`src/rtl/twiddle9_pkg.sv`:
```
// rtl/twiddle9_pkg.sv - constants and Q10 twiddle table for the radix-9 twiddle stage
package twiddle9_pkg;

    localparam int TW_W    = 18;
    localparam int TW_FRAC = 10;
    localparam int N9      = 9;
    localparam int ROUND_C = 512;

    typedef logic signed [TW_W-1:0] tw_t;

    typedef struct packed {
        tw_t re;
        tw_t im;
    } tw_cplx_t;

    // W9^k in Q10; indices 9..15 are unused and read as zero
    function automatic tw_cplx_t tw_lookup(input logic [3:0] k);
        tw_cplx_t w;
        w = '0;
        case (k)
            4'd0: begin w.re =  18'sd1024; w.im =  18'sd0;    end
            4'd1: begin w.re =  18'sd784;  w.im = -18'sd659;  end
            4'd2: begin w.re =  18'sd178;  w.im = -18'sd1008; end
            4'd3: begin w.re = -18'sd512;  w.im = -18'sd887;  end
            4'd4: begin w.re = -18'sd962;  w.im = -18'sd350;  end
            4'd5: begin w.re = -18'sd962;  w.im =  18'sd350;  end
            4'd6: begin w.re = -18'sd512;  w.im =  18'sd887;  end
            4'd7: begin w.re =  18'sd178;  w.im =  18'sd1008; end
            4'd8: begin w.re =  18'sd784;  w.im =  18'sd659;  end
            default: w = '0;
        endcase
        return w;
    endfunction

endpackage

```
`src/rtl/twiddle9_rom.sv`:
```
// rtl/twiddle9_rom.sv - registered 9-entry twiddle table, advances only when enabled
module twiddle9_rom
    import twiddle9_pkg::*;
(
    input  logic       i_clk,
    input  logic       i_rst,
    input  logic       i_en,
    input  logic [3:0] i_addr,
    output tw_t        o_re,
    output tw_t        o_im
);

    tw_cplx_t w_word;

    assign w_word = tw_lookup(i_addr);

    // Output register lines up with the sample register of the first pipeline stage
    always_ff @(posedge i_clk) begin
        if (i_rst) begin
            o_re <= '0;
            o_im <= '0;
        end else if (i_en) begin
            o_re <= w_word.re;
            o_im <= w_word.im;
        end
    end

endmodule

```
`src/rtl/twiddle9_apply.sv`:
```
// rtl/twiddle9_apply.sv - applies W9^((r*c) mod 9) to a 9x9 frame with rounding and saturation
module twiddle9_apply
    import twiddle9_pkg::*;
#(
    parameter int DW = 16
) (
    input  logic                 clk,
    input  logic                 rst,
    input  logic                 s_valid,
    output logic                 s_ready,
    input  logic signed [DW-1:0] s_re,
    input  logic signed [DW-1:0] s_im,
    output logic                 m_valid,
    input  logic                 m_ready,
    output logic signed [DW-1:0] m_re,
    output logic signed [DW-1:0] m_im,
    output logic                 m_last,
    output logic                 sat_flag
);

    localparam int PW = DW + TW_W;
    localparam int SW = DW + TW_W + 1;

    localparam logic signed [SW-1:0] MAXV = {{(SW-DW+1){1'b0}}, {(DW-1){1'b1}}};
    localparam logic signed [SW-1:0] MINV = {{(SW-DW+1){1'b1}}, {(DW-1){1'b0}}};

    logic       w_en;
    logic       w_take;
    logic [3:0] r_r;
    logic [3:0] r_c;
    logic [3:0] r_k;
    logic [3:0] w_k_next;
    logic       w_is_last;

    logic                 r_p1_valid;
    logic                 r_p1_last;
    logic signed [DW-1:0] r_p1_re;
    logic signed [DW-1:0] r_p1_im;
    tw_t                  w_tw_re;
    tw_t                  w_tw_im;

    logic                 r_p2_valid;
    logic                 r_p2_last;
    logic signed [PW-1:0] r_p2_rr;
    logic signed [PW-1:0] r_p2_ii;
    logic signed [PW-1:0] r_p2_ri;
    logic signed [PW-1:0] r_p2_ir;

    logic signed [SW-1:0] w_sum_re;
    logic signed [SW-1:0] w_sum_im;
    logic signed [SW-1:0] w_sh_re;
    logic signed [SW-1:0] w_sh_im;
    logic                 w_clip_re;
    logic                 w_clip_im;

    // One stall signal for the whole pipeline; the input is ready whenever it moves
    assign w_en    = ~m_valid | m_ready;
    assign s_ready = w_en;
    assign w_take  = s_valid & w_en;

    // (k + r) mod 9 without widening: both operands are below 9
    assign w_k_next  = (r_k >= (4'd9 - r_r)) ? (r_k - (4'd9 - r_r)) : (r_k + r_r);
    assign w_is_last = (r_r == 4'd8) && (r_c == 4'd8);

    // Row/column/exponent counters advance on each accepted sample
    always_ff @(posedge clk) begin
        if (rst) begin
            r_r <= '0;
            r_c <= '0;
            r_k <= '0;
        end else if (w_take) begin
            if (r_c == 4'd8) begin
                r_c <= '0;
                r_k <= '0;
                r_r <= (r_r == 4'd8) ? 4'd0 : r_r + 4'd1;
            end else begin
                r_c <= r_c + 4'd1;
                r_k <= w_k_next;
            end
        end
    end

    twiddle9_rom u_rom (
        .i_clk  (clk),
        .i_rst  (rst),
        .i_en   (w_en),
        .i_addr (r_k),
        .o_re   (w_tw_re),
        .o_im   (w_tw_im)
    );

    // Stage 1: capture the sample alongside the table read for its exponent
    always_ff @(posedge clk) begin
        if (rst) begin
            r_p1_valid <= 1'b0;
            r_p1_last  <= 1'b0;
            r_p1_re    <= '0;
            r_p1_im    <= '0;
        end else if (w_en) begin
            r_p1_valid <= w_take;
            r_p1_last  <= w_is_last;
            r_p1_re    <= s_re;
            r_p1_im    <= s_im;
        end
    end

    // Stage 2: the four partial products at full precision
    always_ff @(posedge clk) begin
        if (rst) begin
            r_p2_valid <= 1'b0;
            r_p2_last  <= 1'b0;
            r_p2_rr    <= '0;
            r_p2_ii    <= '0;
            r_p2_ri    <= '0;
            r_p2_ir    <= '0;
        end else if (w_en) begin
            r_p2_valid <= r_p1_valid;
            r_p2_last  <= r_p1_last;
            r_p2_rr    <= r_p1_re * w_tw_re;
            r_p2_ii    <= r_p1_im * w_tw_im;
            r_p2_ri    <= r_p1_re * w_tw_im;
            r_p2_ir    <= r_p1_im * w_tw_re;
        end
    end

    assign w_sum_re  = SW'(r_p2_rr) - SW'(r_p2_ii);
    assign w_sum_im  = SW'(r_p2_ri) + SW'(r_p2_ir);
    assign w_sh_re   = (w_sum_re + SW'(ROUND_C)) >>> TW_FRAC;
    assign w_sh_im   = (w_sum_im + SW'(ROUND_C)) >>> TW_FRAC;
    assign w_clip_re = (w_sh_re > MAXV) || (w_sh_re < MINV);
    assign w_clip_im = (w_sh_im > MAXV) || (w_sh_im < MINV);

    function automatic logic signed [DW-1:0] sat_dw(input logic signed [SW-1:0] v);
        if (v > MAXV) begin
            return {1'b0, {(DW-1){1'b1}}};
        end else if (v < MINV) begin
            return {1'b1, {(DW-1){1'b0}}};
        end else begin
            return v[DW-1:0];
        end
    endfunction

    // Stage 3: round, saturate and present downstream; data holds through bubbles and stalls
    always_ff @(posedge clk) begin
        if (rst) begin
            m_valid  <= 1'b0;
            m_re     <= '0;
            m_im     <= '0;
            m_last   <= 1'b0;
            sat_flag <= 1'b0;
        end else if (w_en) begin
            m_valid <= r_p2_valid;
            m_last  <= r_p2_valid & r_p2_last;
            if (r_p2_valid) begin
                m_re <= sat_dw(w_sh_re);
                m_im <= sat_dw(w_sh_im);
                if (w_clip_re || w_clip_im) begin
                    sat_flag <= 1'b1;
                end
            end
        end
    end

endmodule
```
`config.mk`:
```
export PLATFORM = sky130hd
export DESIGN_NAME = twiddle9_apply
export DESIGN_NICKNAME = d
export VERILOG_FILES = /design/src/rtl/twiddle9_pkg.sv /design/src/rtl/twiddle9_rom.sv /design/src/rtl/twiddle9_apply.sv
export SDC_FILE = /design/constraint.sdc
export NUM_CORES = 2
export LEC_CHECK = 0
export ABC_AREA = 1
export BUFFER_PORTS_ARGS = -buffer_cell sky130_fd_sc_hd__clkbuf_2
export CAP_MARGIN = 20
export CORE_MARGIN = 2
export CORE_UTILIZATION = 35
export CTS_CLUSTER_DIAMETER = 80
export DETAILED_ROUTE_END_ITERATION = 8
export PLACE_DENSITY = 0.45
export SLEW_MARGIN = 5
export SYNTH_ARGS = -nofsm -noshare
export SYNTH_HDL_FRONTEND = slang
export SYNTH_SLANG_ARGS = --single-unit
```
`constraint.sdc`:
```
create_clock -name clk -period 17 [get_ports clk]
set_clock_uncertainty 0.1 [all_clocks]
set_input_delay 3.4 -clock clk [delete_from_list [all_inputs] [get_ports clk]]
set_output_delay 3.4 -clock clk [all_outputs]
set_load 0.05 [all_outputs]
```
* After elaboration in Yosys (flattened, before gate mapping) *
Memory sizes are Yosys's and may differ from the RTL's. A register that Yosys moved wholly into a read port is not among the register bits.
Index checks and enable logic that the tools add are counted.

storage, ports and cells
  register bits after elaboration = 237
  bits in latches = 0
  bits in writable memories = 0
  ROM bits = 544
  input bits = 36
  output and inout bits = 36
  word-level logic and storage cells = 59
  memories kept = 1

operators by class
  add/sub/neg operators = 9
  multiply operators = 4
  div/mod/pow operators = 0
  magnitude comparators = 5
  eq/ne operators = 2
  shift operators = 0
  multiplexer cells = 8
  bitwise operators = 4
  reduce and logical (&&, ||, !) cells = 7

memories
  memory            depth  width  read ports  clocked after Yosys merged registers in  write ports  RTL line            text
  (name not given)  16     34     1           1                                        0            twiddle9_pkg.sv:20  case (k)

operators by type and width
  kind                      number
  $mul A16 B18 Y34          4
  $add A35 B11 Y35 const B  2
  $mux W16                  4
  $gt A25 B16 Y1 const B    2
  $lt A25 B16 Y1 const B    2
  $add A34 B34 Y35          1
  $sub A34 B34 Y35          1
  $mux W4                   4
  $add A4 B1 Y4 const B     2
  $eq A4 B4 Y1 const B      2
  $add A4 B4 Y4             1
  $ge A4 B4 Y1              1
  $reduce_and A2 Y1         2
  $sub A4 B4 Y4             1
  $sub A4 B4 Y4 const A     1
  $logic_or A1 B1 Y1        3
  $reduce_and A3 Y1         1
  $and A1 B1 Y1             2
  $logic_and A1 B1 Y1       1
  $not A1 Y1                1
  $or A1 B1 Y1              1

* Logic depth before layout (Yosys ltp) *
  word-level depth = 6
  gate-level depth with buffers = 32
  mapped depth without buffers = 31

* Hierarchy *
A second synthesis with hierarchy kept.

second synthesis, totals
  cells, all modules = 7,790
  area, all modules = 59,314.4 um^2

by module, submodules not included
  module          instances  cells each  area each (um^2)  sequential area each (um^2)
  twiddle9_apply  1          7,643       58,234.6          4,384.2
  twiddle9_rom    1          147         1,079.8           340.3

* Worst setup path after synthesis *
OpenSTA, ideal clock, no wires.

  path type = input port to output port
  start point = input m_ready
  end point = output s_ready
  data arrival time = 4,416 ps
  data required time = 13,500 ps
  setup slack = 9,084 ps
  stages = 4
  path buffers = 2
  cell sequence = nor2_1 inv_1 clkbuf_1 clkbuf_1

between the ends
  word-level cells in the longest chain between the ends = 1

ends and longest elaborated chain
  what             RTL line              text
  start, declared  twiddle9_apply.sv:14  input logic m_ready,
  $or A1 B1 Y1     twiddle9_apply.sv:57  assign w_en = ~m_valid | m_ready;
  end, declared    twiddle9_apply.sv:10  output logic s_ready,

Every way passes these cells.

* Final worst setup path *
Ends and elaborated chain as after synthesis.

==> flow_metrics.tcl <==
set metrics [dict create \
    ctsResizeCount 0 \
    setup_violations 0 \
    critPathCaptureType "output port" \
    timing.hold.ws_ns 0.339 \
    areaGrowthSynthToFinish_pct 6.81 \
    final_cells 7815 \
    cts_tree "yes" \
    worstSetupStartpoint "m_ready" \
    vias 36700 \
    period_needed_ns 8.23 \
    gp_congestion 0.891 \
    syn_avg_cell_area_um2 7.64 \
    io_buffers 71 \
    rows 133 \
    synth_cell_types 50 \
    avgViaCountPerCell 4.70 \
    grt_max_degree 119 \
    yosys.area_share.adder_pct 47.6 \
    pre_cts_ws_ns 8.72 \
    slew_viol_final 0 \
    synthCells 6088 \
    yosys.area.top_type_share_pct 34.4 \
    finalHoldViolations 0 \
    power_density_nw_per_um2 40.1 \
    htreeDepth 1 \
    drive_gt1_share_pct 4.01 \
    start_util_pct 35.3 \
    reg2reg_to "r_p2_rr[31]$_SDFFE_PP0N_" \
    synthMuxAreaShare_pct 0 \
    cts_buffers 28 \
    crit_type "in -> out" \
    synth_compound_gate_area_share_pct 9.44 \
    cp-start-kind "input port" \
    drv_cap 0 \
    antenna_found_initial 2 \
    crit_required_ns 13.50 \
    synth-edff-count 0 \
    ant_nets 0 \
    drt-total-wl_um 140000 \
    chipWidth_um 368 \
    grt_overflow_total 0 \
    relSlewSlack_pct 21.3 \
    cts_hold_buf 0 \
    status "complete, no violations" \
    grt_pass1_vias 37500 \
    dieArea_um2 136000 \
    clkSinkCount 233 \
    critical_path.max_fanout 35 \
    fin_nets 7363 \
    hpwlAfterDp_um 117000 \
    final_cell_mix "inv_1, nand2_1, fa_1" \
    p_leak_uw 0.0295 \
    total_power_uw 1990 \
    top_level_ports 72 \
    ys_seq_area_share_pct 10.0 \
    netlist_area_um2 46500 \
    ys.flop_type "dfxtp_1" \
    synth_top_family_by_area "adder cells" \
    grt_pass1_wl_um 222000 \
    clkTransAtPathRegs_ns 0.06 \
    ys_warn_count 0 \
    fmax_mhz 122 \
    min_from "r_c[2]$_SDFFE_PP0P_" \
    cp.arrival_ns 4.73 \
    min_delay_path_depth 1 \
    placed_cells 7762 \
    ys_ff_latch 233 \
    coreArea_um2 132000 \
    rsz0062_at_grt "no" \
    finalSetupTns_ns 0 \
    final_common_cell "inv_1" \
    clk-insertion-delay-late_ns 0.64 \
    hp-class "reg -> reg" \
    drc 0 \
    async_flop_share_pct 0 \
    reg2reg_depth 19 \
    post_cts_buffers 0 \
    drtPass1Iterations 6 \
    synth.net_count 7413 \
    r2r_setup_slack_ns 9.76 \
    wl_per_cell_um 17.9 \
    min_delay_worst_endpoint "r_c[2]$_SDFFE_PP0P_" \
    synth_xor_area_share_pct 2.03 \
    worst_pin_slew_ns 1.17 \
    drt_first_iter_violations 2270 \
    clockBufferDepth 3 \
    synth_area_leaders "fa_1, inv_1, ha_1, dfxtp_1, nand2_1" \
    peakVddDrop_v 0.0000865 \
    die-height_um 368 \
    r2r_start "u_rom.o_re[9]$_SDFFE_PP0N_" \
    fin_ws_ns 8.77 \
    final.period_utilization_pct 48.4 \
    grtUsageTotal_pct 21.1 \
    synth_area_leader_cell "fa_1" \
    synth-simple-area-share_pct 15.3 \
    clockRootBuffer "clkbuf_16" \
]
==> routing by layer <==
metal	vias to the layer above	global-route usage (%)	share of wire, %
met5	-	0	0.0093
met4	2	2.57	1.3
met3	75	3.58	6.2
met2	732	31.7	42
met1	17900	32.3	50
li1	18000	-	-
==> cells in the mapped netlist (9+ instances only) <==
library cell / n
inv_1: 1708
nand2_1: 1204
fa_1: 798
ha_1: 491
nor2_1: 346
a21oi_1: 258
o21ai_0: 249
dfxtp_1: 233
clkbuf_1: 189
nand3_1: 127
xor2_1: 66
o211ai_1: 65
o21bai_1: 59
xnor2_1: 40
a31oi_1: 26
nor3_1: 26
a21oi_2: 19
nand4_1: 16
o21a_1: 15
or2_2: 14
nor4_1: 13
buf_1: 11
a21o_1: 10
o221ai_1: 9
==> power by group <==
group          internal, uW  switching [uW]
Clock                   374             284
Combinational           224             494
Sequential              578            35.4
Total                  1180             813
==> final cells by class <==
class	count	area [um^2]
well taps	1755	2200
clock inverters	14	196
flip-flops and latches	233	4660
multi-input cells	3929	34600
clock buffers	37	785
diodes	1	2.50
repair buffers	125	768
fillers	14000	82000
inverters	1721	6470
==> registers in the layout, summed over array words and instances (netlist names), 16 cells and up <==
name / cells
r_p2_ii: 34
r_p2_ir: 33
r_p2_ri: 33
r_p2_rr: 33
m_im: 16
m_re: 16
r_p1_im: 16
r_p1_re: 16
==> stage by stage <==
step	instance area [um^2]	util [%]
finish	49700	37.7
global placement	48700	37.0
detailed placement	48700	37.0
global route	49700	37.7
floorplan	46500	-
CTS	49600	37.7
==> worst max path at each step <==
stage,slack (ns),to,depth (start not counted)
floorplan,9.08,s_ready,4
global placement,8.76,s_ready,4
detailed placement,8.72,s_ready,4
CTS,8.72,s_ready,4
global route,8.68,s_ready,4
finish,8.77,s_ready,4
==> critical path, cell delays in order <==
cell and delay [ns]:
clkbuf_2 0.10, nor2_4 0.57, inv_6 0.26, clkbuf_2 0.35
==> cell families after synthesis <==
logic type	count (synthesis)
compound gates	751
simple gates	1782
flops	233
fa+ha+maj	1289
buf+inv	1926
xor+xnor	107
(Power assumes the default switching activity.)
